<file path="src/rtl/xor_parity_pkg.sv">
// -----------------------------------------------------------------------------
// xor_parity_pkg
// Shared definitions for the streaming XOR/parity engine.
//   state_t   : engine state (ACCUM collects words, DONE presents a result)
//   cnt_width : width of a word counter able to hold 0..max_words
// -----------------------------------------------------------------------------
package xor_parity_pkg;

    typedef enum logic [0:0] {
        ACCUM = 1'b0,
        DONE  = 1'b1
    } state_t;

    // Counter width that represents every value from 0 to max_words inclusive.
    function automatic int cnt_width(input int max_words);
        return $clog2(max_words + 1);
    endfunction

endpackage

</file>
<file path="src/rtl/xor_reduce.sv">
// -----------------------------------------------------------------------------
// xor_reduce
// Combinational WIDTH-bit reduction XOR: the N-input generalisation of the
// two-input XOR gate. Result is 1 when data holds an odd number of ones.
// Ports:
//   data   in  WIDTH  word to reduce
//   parity out 1      XOR of every bit of data
// -----------------------------------------------------------------------------
module xor_reduce #(
    parameter int WIDTH = 8
) (
    input  logic [WIDTH-1:0] data,
    output logic             parity
);

    // Even-parity helper: XOR of all bits of v.
    function automatic logic reduce_xor(input logic [WIDTH-1:0] v);
        logic p;
        p = 1'b0;
        for (int i = 0; i < WIDTH; i++) begin
            p = p ^ v[i];
        end
        return p;
    endfunction

    logic parity_s;

    // Reduce the word to a single parity bit.
    always_comb begin
        parity_s = reduce_xor(data);
    end

    assign parity = parity_s;

endmodule

</file>
<file path="src/rtl/xor_parity_accum.sv">
// -----------------------------------------------------------------------------
// xor_parity_accum
// Streaming XOR/parity engine. Accumulates the column-wise XOR of all words of
// a frame, then presents the result (word, parity, count, overflow flag) on a
// valid/ready handshake. A frame closes on in_last or when MAX_WORDS words have
// been accepted. No word is accepted while a result is waiting.
//
// Configuration macro: XOR_PARITY_ODD_EN
//   undefined : out_bit = ^out_word       (even parity)
//   defined   : out_bit = ~(^out_word)    (odd parity); reset value still 0
//
// Ports:
//   clk        in   1      system clock, rising edge
//   rst        in   1      synchronous active-high reset
//   in_valid   in   1      input word valid
//   in_ready   out  1      engine accepts a word this cycle
//   in_data    in   WIDTH  input word
//   in_last    in   1      last word of the frame
//   out_valid  out  1      result valid, held until accepted
//   out_ready  in   1      consumer accepts the result
//   out_word   out  WIDTH  column XOR of the frame
//   out_bit    out  1      frame parity
//   out_count  out  CNT_W  number of words in the frame
//   out_ovf    out  1      frame force-closed at MAX_WORDS without in_last
// -----------------------------------------------------------------------------
module xor_parity_accum
    import xor_parity_pkg::*;
#(
    parameter int WIDTH     = 8,
    parameter int MAX_WORDS = 16
) (
    input  logic                               clk,
    input  logic                               rst,
    input  logic                               in_valid,
    output logic                               in_ready,
    input  logic [WIDTH-1:0]                   in_data,
    input  logic                               in_last,
    output logic                               out_valid,
    input  logic                               out_ready,
    output logic [WIDTH-1:0]                   out_word,
    output logic                               out_bit,
    output logic [cnt_width(MAX_WORDS)-1:0]    out_count,
    output logic                               out_ovf
);

    localparam int               CNT_W   = cnt_width(MAX_WORDS);
    localparam logic [CNT_W-1:0] MAX_CNT = CNT_W'(MAX_WORDS);

    state_t             state_r;
    logic [WIDTH-1:0]   acc_r;
    logic [CNT_W-1:0]   cnt_r;
    logic               in_ready_r;
    logic               out_valid_r;
    logic [WIDTH-1:0]   out_word_r;
    logic               out_bit_r;
    logic [CNT_W-1:0]   out_count_r;
    logic               out_ovf_r;

    logic               accept_s;
    logic [WIDTH-1:0]   word_next_s;
    logic [CNT_W-1:0]   cnt_next_s;
    logic               at_max_s;
    logic               close_s;
    logic               red_s;
    logic               par_s;

    assign accept_s    = in_valid & in_ready_r;
    assign word_next_s = acc_r ^ in_data;
    assign cnt_next_s  = cnt_r + CNT_W'(1);
    assign at_max_s    = (cnt_next_s == MAX_CNT);
    assign close_s     = in_last | at_max_s;

    // Parity of the word that would be loaded into the result register, so
    // out_bit is registered on the same edge as out_word.
    xor_reduce #(
        .WIDTH (WIDTH)
    ) u_xor_reduce (
        .data   (word_next_s),
        .parity (red_s)
    );

`ifdef XOR_PARITY_ODD_EN
    assign par_s = ~red_s;
`else
    assign par_s = red_s;
`endif

    // Frame FSM: accumulate in ACCUM, hold the result in DONE until accepted.
    always_ff @(posedge clk) begin
        if (rst) begin
            state_r     <= ACCUM;
            acc_r       <= '0;
            cnt_r       <= '0;
            in_ready_r  <= 1'b1;
            out_valid_r <= 1'b0;
            out_word_r  <= '0;
            out_bit_r   <= 1'b0;
            out_count_r <= '0;
            out_ovf_r   <= 1'b0;
        end else begin
            case (state_r)
                ACCUM: begin
                    if (accept_s) begin
                        if (close_s) begin
                            // in_last wins over the limit: ovf only on a forced close.
                            out_word_r  <= word_next_s;
                            out_bit_r   <= par_s;
                            out_count_r <= cnt_next_s;
                            out_ovf_r   <= ~in_last & at_max_s;
                            out_valid_r <= 1'b1;
                            in_ready_r  <= 1'b0;
                            state_r     <= DONE;
                        end else begin
                            acc_r <= word_next_s;
                            cnt_r <= cnt_next_s;
                        end
                    end
                end
                DONE: begin
                    if (out_ready) begin
                        acc_r       <= '0;
                        cnt_r       <= '0;
                        out_valid_r <= 1'b0;
                        in_ready_r  <= 1'b1;
                        state_r     <= ACCUM;
                    end
                end
                default: begin
                    acc_r       <= '0;
                    cnt_r       <= '0;
                    out_valid_r <= 1'b0;
                    in_ready_r  <= 1'b1;
                    state_r     <= ACCUM;
                end
            endcase
        end
    end

    assign in_ready  = in_ready_r;
    assign out_valid = out_valid_r;
    assign out_word  = out_word_r;
    assign out_bit   = out_bit_r;
    assign out_count = out_count_r;
    assign out_ovf   = out_ovf_r;

endmodule

</file>
<file path="config.mk">
export PLATFORM = sky130hd
export DESIGN_NAME = xor_parity_accum
export DESIGN_NICKNAME = d
export VERILOG_FILES = /design/src/rtl/xor_parity_pkg.sv /design/src/rtl/xor_reduce.sv /design/src/rtl/xor_parity_accum.sv
export SDC_FILE = /design/constraint.sdc
export NUM_CORES = 1
export LEC_CHECK = 0
export CAP_MARGIN = 20
export CORE_UTILIZATION = 46
export CTS_CLUSTER_DIAMETER = 200
export DETAILED_ROUTE_END_ITERATION = 8
export GPL_ROUTABILITY_DRIVEN = 0
export PLACE_DENSITY = 0.75
export RECOVER_POWER = 50
export SLEW_MARGIN = 5
export SYNTH_ARGS = -nofsm -noshare
export SYNTH_HDL_FRONTEND = slang
export SYNTH_HIERARCHICAL = 1
export SYNTH_SLANG_ARGS = --single-unit
</file>
<file path="constraint.sdc">
create_clock -name clk -period 1.7 [get_ports clk]
set_input_delay 0.17 -clock clk [delete_from_list [all_inputs] [get_ports clk]]
set_output_delay 0.17 -clock clk [all_outputs]
set_load 0.01 [all_outputs]
</file>
==> impl_metrics.prom, run 1 <==
# TYPE chip_impl_metric gauge
chip_impl_info{name="outcome",value="finished with violations"} 1
chip_impl_info{name="violations",value="setup timing"} 1
chip_impl_metric{name="antenna_cells",unit=""} 0
chip_impl_metric{name="detail_route.iter0.violations",unit=""} 77
chip_impl_info{name="cts-root-buf",value="sky130_fd_sc_hd__clkbuf_4"} 1
chip_impl_info{name="worstHoldPathType",value="register to register"} 1
chip_impl_metric{name="grt_first_pass_wirelength",unit="um"} 6050
chip_impl_metric{name="clk-insertion-delay-late",unit="ns"} 0.33
chip_impl_metric{name="crit_fanout",unit=""} 12
chip_impl_metric{name="clockBufferDepth",unit=""} 2
chip_impl_metric{name="coreArea",unit="mm2"} 0.00313
chip_impl_metric{name="post_synth_inst_count",unit=""} 168
chip_impl_metric{name="global_route.overflow_total",unit=""} 0
chip_impl_metric{name="syn-cell-area",unit="mm2"} 0.00157
chip_impl_metric{name="postRouteWirelength",unit="um"} 4500
chip_impl_metric{name="fp.dieArea",unit="mm2"} 0.00364
chip_impl_info{name="worst_hold_path.endpoint",value="out_ovf"} 1
chip_impl_info{name="worst-setup-path-type",value="register to register"} 1
chip_impl_info{name="worst_hold_startpoint",value="out_ovf"} 1
chip_impl_metric{name="htreeDepth",unit=""} 2
chip_impl_metric{name="synth_edf_count",unit=""} 0
chip_impl_metric{name="crit_arrival",unit="ns"} 2.12
chip_impl_metric{name="grt_overall_usage",unit=""} 0.226
chip_impl_info{name="worst_path_most_repeated_cell",value="sky130_fd_sc_hd__mux2_4"} 1
chip_impl_info{name="worst_r2r_endpoint",value="cnt_r[0]"} 1
chip_impl_metric{name="vias",unit=""} 1536
chip_impl_metric{name="finalCritPeriodShare",unit=""} 1.09
chip_impl_info{name="critical_path.startpoint",value="cnt_r[0]"} 1
chip_impl_metric{name="detailed_place_hpwl",unit="um"} 2680
chip_impl_metric{name="max_slew_margin",unit=""} 0.749
chip_impl_metric{name="port_buffers",unit=""} 29
chip_impl_metric{name="power.leakage",unit="nW"} 0.967
chip_impl_metric{name="yosysWarnings",unit=""} 6
chip_impl_metric{name="layout-drive-gt1-share",unit=""} 0.350
chip_impl_metric{name="setup_viol_count_final",unit=""} 18
chip_impl_info{name="cp_cell_sequence",value="ha_4 -> nand2b_1 -> mux2_4 -> o21ba_4 -> a221oi_4 -> buf_12 -> mux2_4"} 1
chip_impl_info{name="cp-end-kind",value="register"} 1
chip_impl_metric{name="finalNetCount",unit=""} 237
chip_impl_metric{name="worst_setup_slack_final",unit="ns"} -0.149
chip_impl_metric{name="cap_violations",unit=""} 0
chip_impl_metric{name="cts_num_sinks",unit=""} 31
chip_impl_metric{name="max_clock_freq",unit="MHz"} 541
chip_impl_info{name="rsz0062_at_grt",value="true"} 1
chip_impl_metric{name="cts_inserted_buffers",unit=""} 5
chip_impl_metric{name="final_cell_area",unit="mm2"} 0.00240
chip_impl_metric{name="synth_fp_nets",unit=""} 183
chip_impl_metric{name="chipHeight",unit="um"} 60.3
chip_impl_metric{name="final_period_minus_worst_setup_slack",unit="ns"} 1.85
chip_impl_metric{name="worst-r2r-setup-slack",unit="ns"} -0.15
chip_impl_metric{name="post_dp_cell_area",unit="mm2"} 0.00206
chip_impl_metric{name="initial_core_util",unit=""} 0.500
chip_impl_metric{name="power_per_cell_area",unit="mW/mm2"} 740
chip_impl_metric{name="maximum_number_of_pins_on_one_net_before_global_route_repair",unit=""} 22
chip_impl_metric{name="r2r.worst_path.cells",unit=""} 7
chip_impl_metric{name="hold_slack",unit="ns"} 0.471
chip_impl_metric{name="syn_to_final_growth",unit="%"} 53.4
chip_impl_metric{name="synth.lib_cells_used.distinct",unit=""} 33
chip_impl_metric{name="report.final.hold_viol_count",unit=""} 0
chip_impl_info{name="r2r_start",value="cnt_r[0]"} 1
chip_impl_metric{name="finalMaxSlewViolations",unit=""} 0
chip_impl_metric{name="finClkSkew",unit="ns"} 0.00522
chip_impl_info{name="top_library_cells_by_usage_in_the_layout_fill_and_taps_aside",value="sky130_fd_sc_hd__dfxtp_1, sky130_fd_sc_hd__buf_4, sky130_fd_sc_hd__clkdlybuf4s50_1, sky130_fd_sc_hd__nor3b_1"} 1
chip_impl_metric{name="fin_util",unit=""} 0.768
chip_impl_metric{name="postSynthAreaPerCell",unit="um2"} 9.32
chip_impl_metric{name="antenna_left",unit=""} 0
chip_impl_metric{name="grt_antenna_before_repair",unit=""} 0
chip_impl_metric{name="required",unit="ns"} 1.97
chip_impl_metric{name="hold_depth",unit=""} 1
chip_impl_metric{name="num_io_pins",unit=""} 30
chip_impl_metric{name="vias_per_cell",unit=""} 5.75
chip_impl_info{name="critical_path.startpoint_type",value="register"} 1
chip_impl_info{name="worst_path_max_delay_cell",value="sky130_fd_sc_hd__dfxtp_4"} 1
chip_impl_metric{name="dieWidth",unit="um"} 60.3
chip_impl_info{name="tritoncts",value="yes"} 1
chip_impl_info{name="most_common_library_cell_in_the_layout_ignoring_fill_and_taps",value="sky130_fd_sc_hd__dfxtp_1"} 1
chip_impl_metric{name="worst_slew_pin_slew",unit="ns"} 0.375
chip_impl_metric{name="std_cell_rows",unit=""} 20
chip_impl_metric{name="first_global_vias",unit=""} 1382
chip_impl_metric{name="critPathMaxStageDelay",unit="ns"} 0.40
chip_impl_metric{name="peakVddDrop",unit="mV"} 0.389
chip_impl_metric{name="routed_wire_length_per_instance",unit="um"} 16.9
chip_impl_metric{name="total_power",unit="W"} 0.00178
chip_impl_metric{name="synth_sequential_area_ratio",unit=""} 0.396
chip_impl_metric{name="clkTransAtPathRegs",unit="ns"} 0.10
chip_impl_metric{name="ys_ff_latch",unit=""} 31
chip_impl_info{name="postSynth.topFlopCell",value="sky130_fd_sc_hd__dfxtp_1"} 1
chip_impl_metric{name="cts_hold_repair.buffers",unit=""} 0
chip_impl_metric{name="detail_route.first_pass.iterations",unit=""} 4
chip_impl_metric{name="route.detailed.drc",unit=""} 0
chip_impl_metric{name="postSynth.asyncResetShare",unit=""} 0
## worst max-delay path: cells and delay by family, from the launching register on
kind            cells  cell delay (ns)
mux                 2             0.46
flops               1             0.40
simple gates        1             0.08
buf+inv             1             0.18
fa+ha+maj           1             0.15
compound gates      2             0.52
## worst max path at each step
stage	end	slack, ns	depth (start not counted)
2_1_floorplan	cnt_r[0]	-0.03	7
3_3_place_gp	cnt_r[3]	-0.008	7
3_5_place_dp	acc_r[2]	-0.09	7
4_1_cts	cnt_r[0]	-0.10	7
5_1_grt	cnt_r[0]	-0.18	6
6_report	cnt_r[0]	-0.15	7
## Yosys cell counts (2+ instances only)
master                     count  share of area
sky130_fd_sc_hd__a211o_1      10          0.056
sky130_fd_sc_hd__a211oi_1      3          0.014
sky130_fd_sc_hd__a21oi_1      19          0.061
sky130_fd_sc_hd__and3b_1       2          0.011
sky130_fd_sc_hd__buf_2         5          0.016
sky130_fd_sc_hd__buf_6         2          0.014
sky130_fd_sc_hd__clkbuf_1      5          0.012
sky130_fd_sc_hd__dfxtp_1      31           0.40
sky130_fd_sc_hd__ha_1          2          0.016
sky130_fd_sc_hd__nand2_1       6          0.014
sky130_fd_sc_hd__nand2b_1      3          0.012
sky130_fd_sc_hd__nand3_1       5          0.016
sky130_fd_sc_hd__nor2_1        2         0.0048
sky130_fd_sc_hd__nor3_1       19          0.061
sky130_fd_sc_hd__nor3b_1      18          0.086
sky130_fd_sc_hd__o21a_1        2         0.0096
sky130_fd_sc_hd__o21ai_0       3         0.0096
sky130_fd_sc_hd__xnor2_1       8          0.045
sky130_fd_sc_hd__xor2_1        9          0.050
## cell type report
cell class | count | area (um2)
sequential | 31 | 629
timing repair buffer | 59 | 554
inverter | 1 | 3.75
tap | 44 | 55.1
multi-input combinational | 124 | 1090
fill | 200 | 727
clock buffer | 8 | 68.8
## sequential cells by signal, indices dropped and copies added, names as in the netlist
register / flops
acc_r: 8
out_word: 8
cnt_r: 5
out_count: 5
in_ready: 1
out_bit: 1
out_ovf: 1
out_valid: 1
state_r: 1
## per-layer routing
| layer | track usage | routed length [um] | part of all wire |
|---|---|---|---|
| met5 | 0 | 0 | 0 |
| met4 | 0.0864 | 45 | 0.010 |
| met2 | 0.424 | 2460 | 0.55 |
| met1 | 0.238 | 1790 | 0.40 |
| met3 | 0.0618 | 206 | 0.046 |
## per-stage QoR
step	instances	setup TNS [ns]	setup slack, ns
6_report	267	-1.63	-0.149
5_1_grt	267	-2.83	-0.178
4_1_cts	261	-0.960	-0.100
3_5_place_dp	253	-1.19	-0.0916
3_3_place_gp	253	-0.0324	-0.00785
2_1_floorplan	168	-0.0540	-0.0317
## kinds of logic after synthesis
group / Yosys count / share of synthesized area
AND/OR/NAND/NOR: 57 / 0.217
AO/OA/AOI/OAI: 46 / 0.213
flip-flops: 31 / 0.396
XOR/XNOR: 17 / 0.0951
buffers and inverters: 13 / 0.0448
multiplexers: 2 / 0.0168
adder cells (fa/ha/maj): 2 / 0.0160
## report_power, final
group / switching, W / internal (W) / leakage, nW
Sequential: 0.0000402 / 0.000772 / 0.255
Clock: 0.000247 / 0.000243 / 0.0386
Combinational: 0.000232 / 0.000241 / 0.673
Total: 0.000519 / 0.00126 / 0.967
## what timing repair did
item | CTS | global route
gates cloned | 0 | 2
pin swaps | 0 | 18
endpoints found under the setup margin | 24 | 28
gates resized for setup | 8 | 45
buffers inserted | 0 | 4
Power figures use the tool's default switching activity.
==> run 2: changes to the inputs <==
- CORE_UTILIZATION: 46 -> 55
- PLACE_DENSITY: 0.75 -> 0.84
- clock period: 1.7 -> 2.36 ns (I/O delays scaled with it)
==> impl_metrics.prom, run 2 (synthesis gave the netlist of run 1 again) <==
# TYPE chip_impl_metric gauge
chip_impl_info{name="outcome",value="finished clean"} 1
chip_impl_metric{name="finalMaxSlewViolations",unit=""} 0
chip_impl_info{name="r2r_start",value="cnt_r[0]"} 1
chip_impl_metric{name="chipHeight",unit="um"} 55.3
chip_impl_metric{name="maximum_number_of_pins_on_one_net_before_global_route_repair",unit=""} 22
chip_impl_metric{name="htreeDepth",unit=""} 2
chip_impl_info{name="rsz0062_at_grt",value="false"} 1
chip_impl_metric{name="grtUsageMet1",unit=""} 0.301
chip_impl_metric{name="power.leakage",unit="nW"} 0.797
chip_impl_metric{name="peakVddDrop",unit="mV"} 0.484
chip_impl_metric{name="crit_arrival",unit="ns"} 2.38
chip_impl_metric{name="final_period_minus_worst_setup_slack",unit="ns"} 2.15
chip_impl_metric{name="finalCritPeriodShare",unit=""} 0.912
chip_impl_metric{name="grt_antenna_before_repair",unit=""} 0
chip_impl_metric{name="layout-drive-gt1-share",unit=""} 0.0909
chip_impl_metric{name="detail_route.first_pass.iterations",unit=""} 4
chip_impl_metric{name="num_io_pins",unit=""} 30
chip_impl_metric{name="grt_first_pass_wirelength",unit="um"} 5740
chip_impl_metric{name="finalNetCount",unit=""} 213
chip_impl_metric{name="cts_setup_buffers",unit=""} 0
chip_impl_metric{name="max_clock_freq",unit="MHz"} 465
chip_impl_info{name="cp-end-kind",value="register"} 1
chip_impl_metric{name="max_slew_margin",unit=""} 0.711
chip_impl_metric{name="syn_to_final_growth",unit="%"} 22.9
chip_impl_metric{name="port_buffers",unit=""} 29
chip_impl_metric{name="cap_violations",unit=""} 0
chip_impl_metric{name="crit_fanout",unit=""} 13
chip_impl_metric{name="power_per_cell_area",unit="mW/mm2"} 595
chip_impl_info{name="most_common_library_cell_in_the_layout_ignoring_fill_and_taps",value="sky130_fd_sc_hd__dfxtp_1"} 1
chip_impl_metric{name="cts_num_sinks",unit=""} 31
chip_impl_metric{name="finalNonFillerCells",unit=""} 228
chip_impl_metric{name="antenna_left",unit=""} 0
chip_impl_metric{name="fin_util",unit=""} 0.743
chip_impl_info{name="worst-setup-path-type",value="register to register"} 1
chip_impl_info{name="tritoncts",value="yes"} 1
chip_impl_info{name="critical_path.startpoint",value="cnt_r[0]"} 1
chip_impl_metric{name="detail_route.iter0.violations",unit=""} 44
chip_impl_metric{name="vias",unit=""} 1344
chip_impl_metric{name="coreArea",unit="mm2"} 0.00259
chip_impl_metric{name="required",unit="ns"} 2.59
chip_impl_metric{name="clk-insertion-delay-late",unit="ns"} 0.34
chip_impl_metric{name="vias_per_cell",unit=""} 5.89
chip_impl_metric{name="setup_viol_count_final",unit=""} 0
chip_impl_metric{name="detailed_place_hpwl",unit="um"} 2380
chip_impl_metric{name="final.setup.tns",unit="ns"} 0
chip_impl_metric{name="route.detailed.drc",unit=""} 0
chip_impl_metric{name="antenna_cells",unit=""} 0
chip_impl_metric{name="cts_inserted_buffers",unit=""} 5
chip_impl_metric{name="finClkSkew",unit="ns"} 0.00795
chip_impl_metric{name="clockBufferDepth",unit=""} 2
chip_impl_info{name="cts-root-buf",value="sky130_fd_sc_hd__clkbuf_4"} 1
chip_impl_metric{name="std_cell_rows",unit=""} 18
chip_impl_metric{name="post_dp_cell_area",unit="mm2"} 0.00187
chip_impl_metric{name="multiInputGateArea",unit="um2"} 871
chip_impl_metric{name="grt_overall_usage",unit=""} 0.238
chip_impl_metric{name="worst_slew_pin_slew",unit="ns"} 0.433
chip_impl_info{name="worstHoldPathType",value="register to register"} 1
chip_impl_metric{name="filler_cell_count",unit=""} 206
chip_impl_metric{name="groute.layer.met3.usage",unit=""} 0.0562
chip_impl_metric{name="cts_hold_repair.buffers",unit=""} 0
chip_impl_metric{name="routed_wire_length_per_instance",unit="um"} 14.2
chip_impl_metric{name="initial_core_util",unit=""} 0.604
chip_impl_info{name="gr-max-usage-layer",value="met2"} 1
chip_impl_metric{name="dieWidth",unit="um"} 55.3
chip_impl_metric{name="dp_cells",unit=""} 221
chip_impl_metric{name="final_cell_area",unit="mm2"} 0.00192
chip_impl_info{name="worst_hold_startpoint",value="out_valid"} 1
chip_impl_info{name="critical_path.startpoint_type",value="register"} 1
chip_impl_metric{name="fp.dieArea",unit="mm2"} 0.00306
chip_impl_metric{name="first_global_vias",unit=""} 1289
chip_impl_info{name="top_library_cells_by_usage_in_the_layout_fill_and_taps_aside",value="sky130_fd_sc_hd__dfxtp_1, sky130_fd_sc_hd__nor3_1, sky130_fd_sc_hd__a21oi_1, sky130_fd_sc_hd__nor3b_1, sky130_fd_sc_hd__dlygate4sd3_1"} 1
chip_impl_metric{name="layout.area.seq",unit="um2"} 621
chip_impl_metric{name="clkTransAtPathRegs",unit="ns"} 0.09
chip_impl_metric{name="postRouteWirelength",unit="um"} 3240
chip_impl_metric{name="post_cts_resize_count",unit=""} 0
chip_impl_metric{name="hold_slack",unit="ns"} 0.464
chip_impl_metric{name="report.final.hold_viol_count",unit=""} 0
chip_impl_metric{name="global_route.overflow_total",unit=""} 0
chip_impl_metric{name="groute.layer.met2.usage",unit=""} 0.365
==> run 2: cell types whose count changed in the layout (fill, tap and decap cells not counted), sizes merged <==
cell,previous run,this run
clkbuf,8,6
dlygate4sd3,10,17
buf,30,6
clkdlybuf4s50,19,12
clkinv,0,1
==> run 2: final cells by class <==
cell class / count / share of cell area
Inverter: 1 / 0.00195
Sequential cell: 31 / 0.322
Multi-Input combinational cell: 124 / 0.453
Tap cell: 30 / 0.0195
Clock inverter: 1 / 0.00260
Timing Repair Buffer: 35 / 0.174
Clock buffer: 6 / 0.0267
==> run 2: worst max-delay path, cell delays in order, from the launching register on <==
cell and delay, ns:
sky130_fd_sc_hd__dfxtp_1 0.37, sky130_fd_sc_hd__ha_1 0.28, sky130_fd_sc_hd__and3b_1 0.21, sky130_fd_sc_hd__o2bb2ai_1 0.29
sky130_fd_sc_hd__o21ba_4 0.30, sky130_fd_sc_hd__a221oi_4 0.11, sky130_fd_sc_hd__buf_4 0.19, sky130_fd_sc_hd__a211o_1 0.29
==> run 2: worst paths after layout <==
| kind | depth (start not counted) | slack, ns | endpoint |
|---|---|---|---|
| worst max register to register | 7 | 0.21 | acc_r[3] |
| worst min-delay path | 2 | 0.46 | out_valid |
| worst min register to register | 2 | 0.46 | out_valid |
| worst max-delay path | 7 | 0.21 | acc_r[3] |
==> run 2: report_power, final <==
part | leakage, nW | internal, W | total [W] | switching, W
Combinational | 0.510 | 0.000129 | 0.000250 | 0.000121
Clock | 0.0341 | 0.000138 | 0.000314 | 0.000177
Sequential | 0.253 | 0.000557 | 0.000581 | 0.0000244
Total | 0.797 | 0.000823 | 0.00115 | 0.000322
==> run 2: through the flow <==
| stage | worst slack [ns] | total power (W) |
|---|---|---|
| 2_1_floorplan | 0.514 | 0.000750 |
| 3_3_place_gp | 0.294 | 0.000845 |
| 3_5_place_dp | 0.186 | 0.000852 |
| 4_1_cts | 0.172 | 0.00116 |
| 5_1_grt | 0.0826 | 0.00121 |
| 6_report | 0.209 | 0.00115 |
==> run 2: metal layers <==
layer | wire length, um | share of wire
met5 | 0 | 0
met4 | 79 | 0.024
met3 | 166 | 0.051
met2 | 1510 | 0.47
met1 | 1490 | 0.46
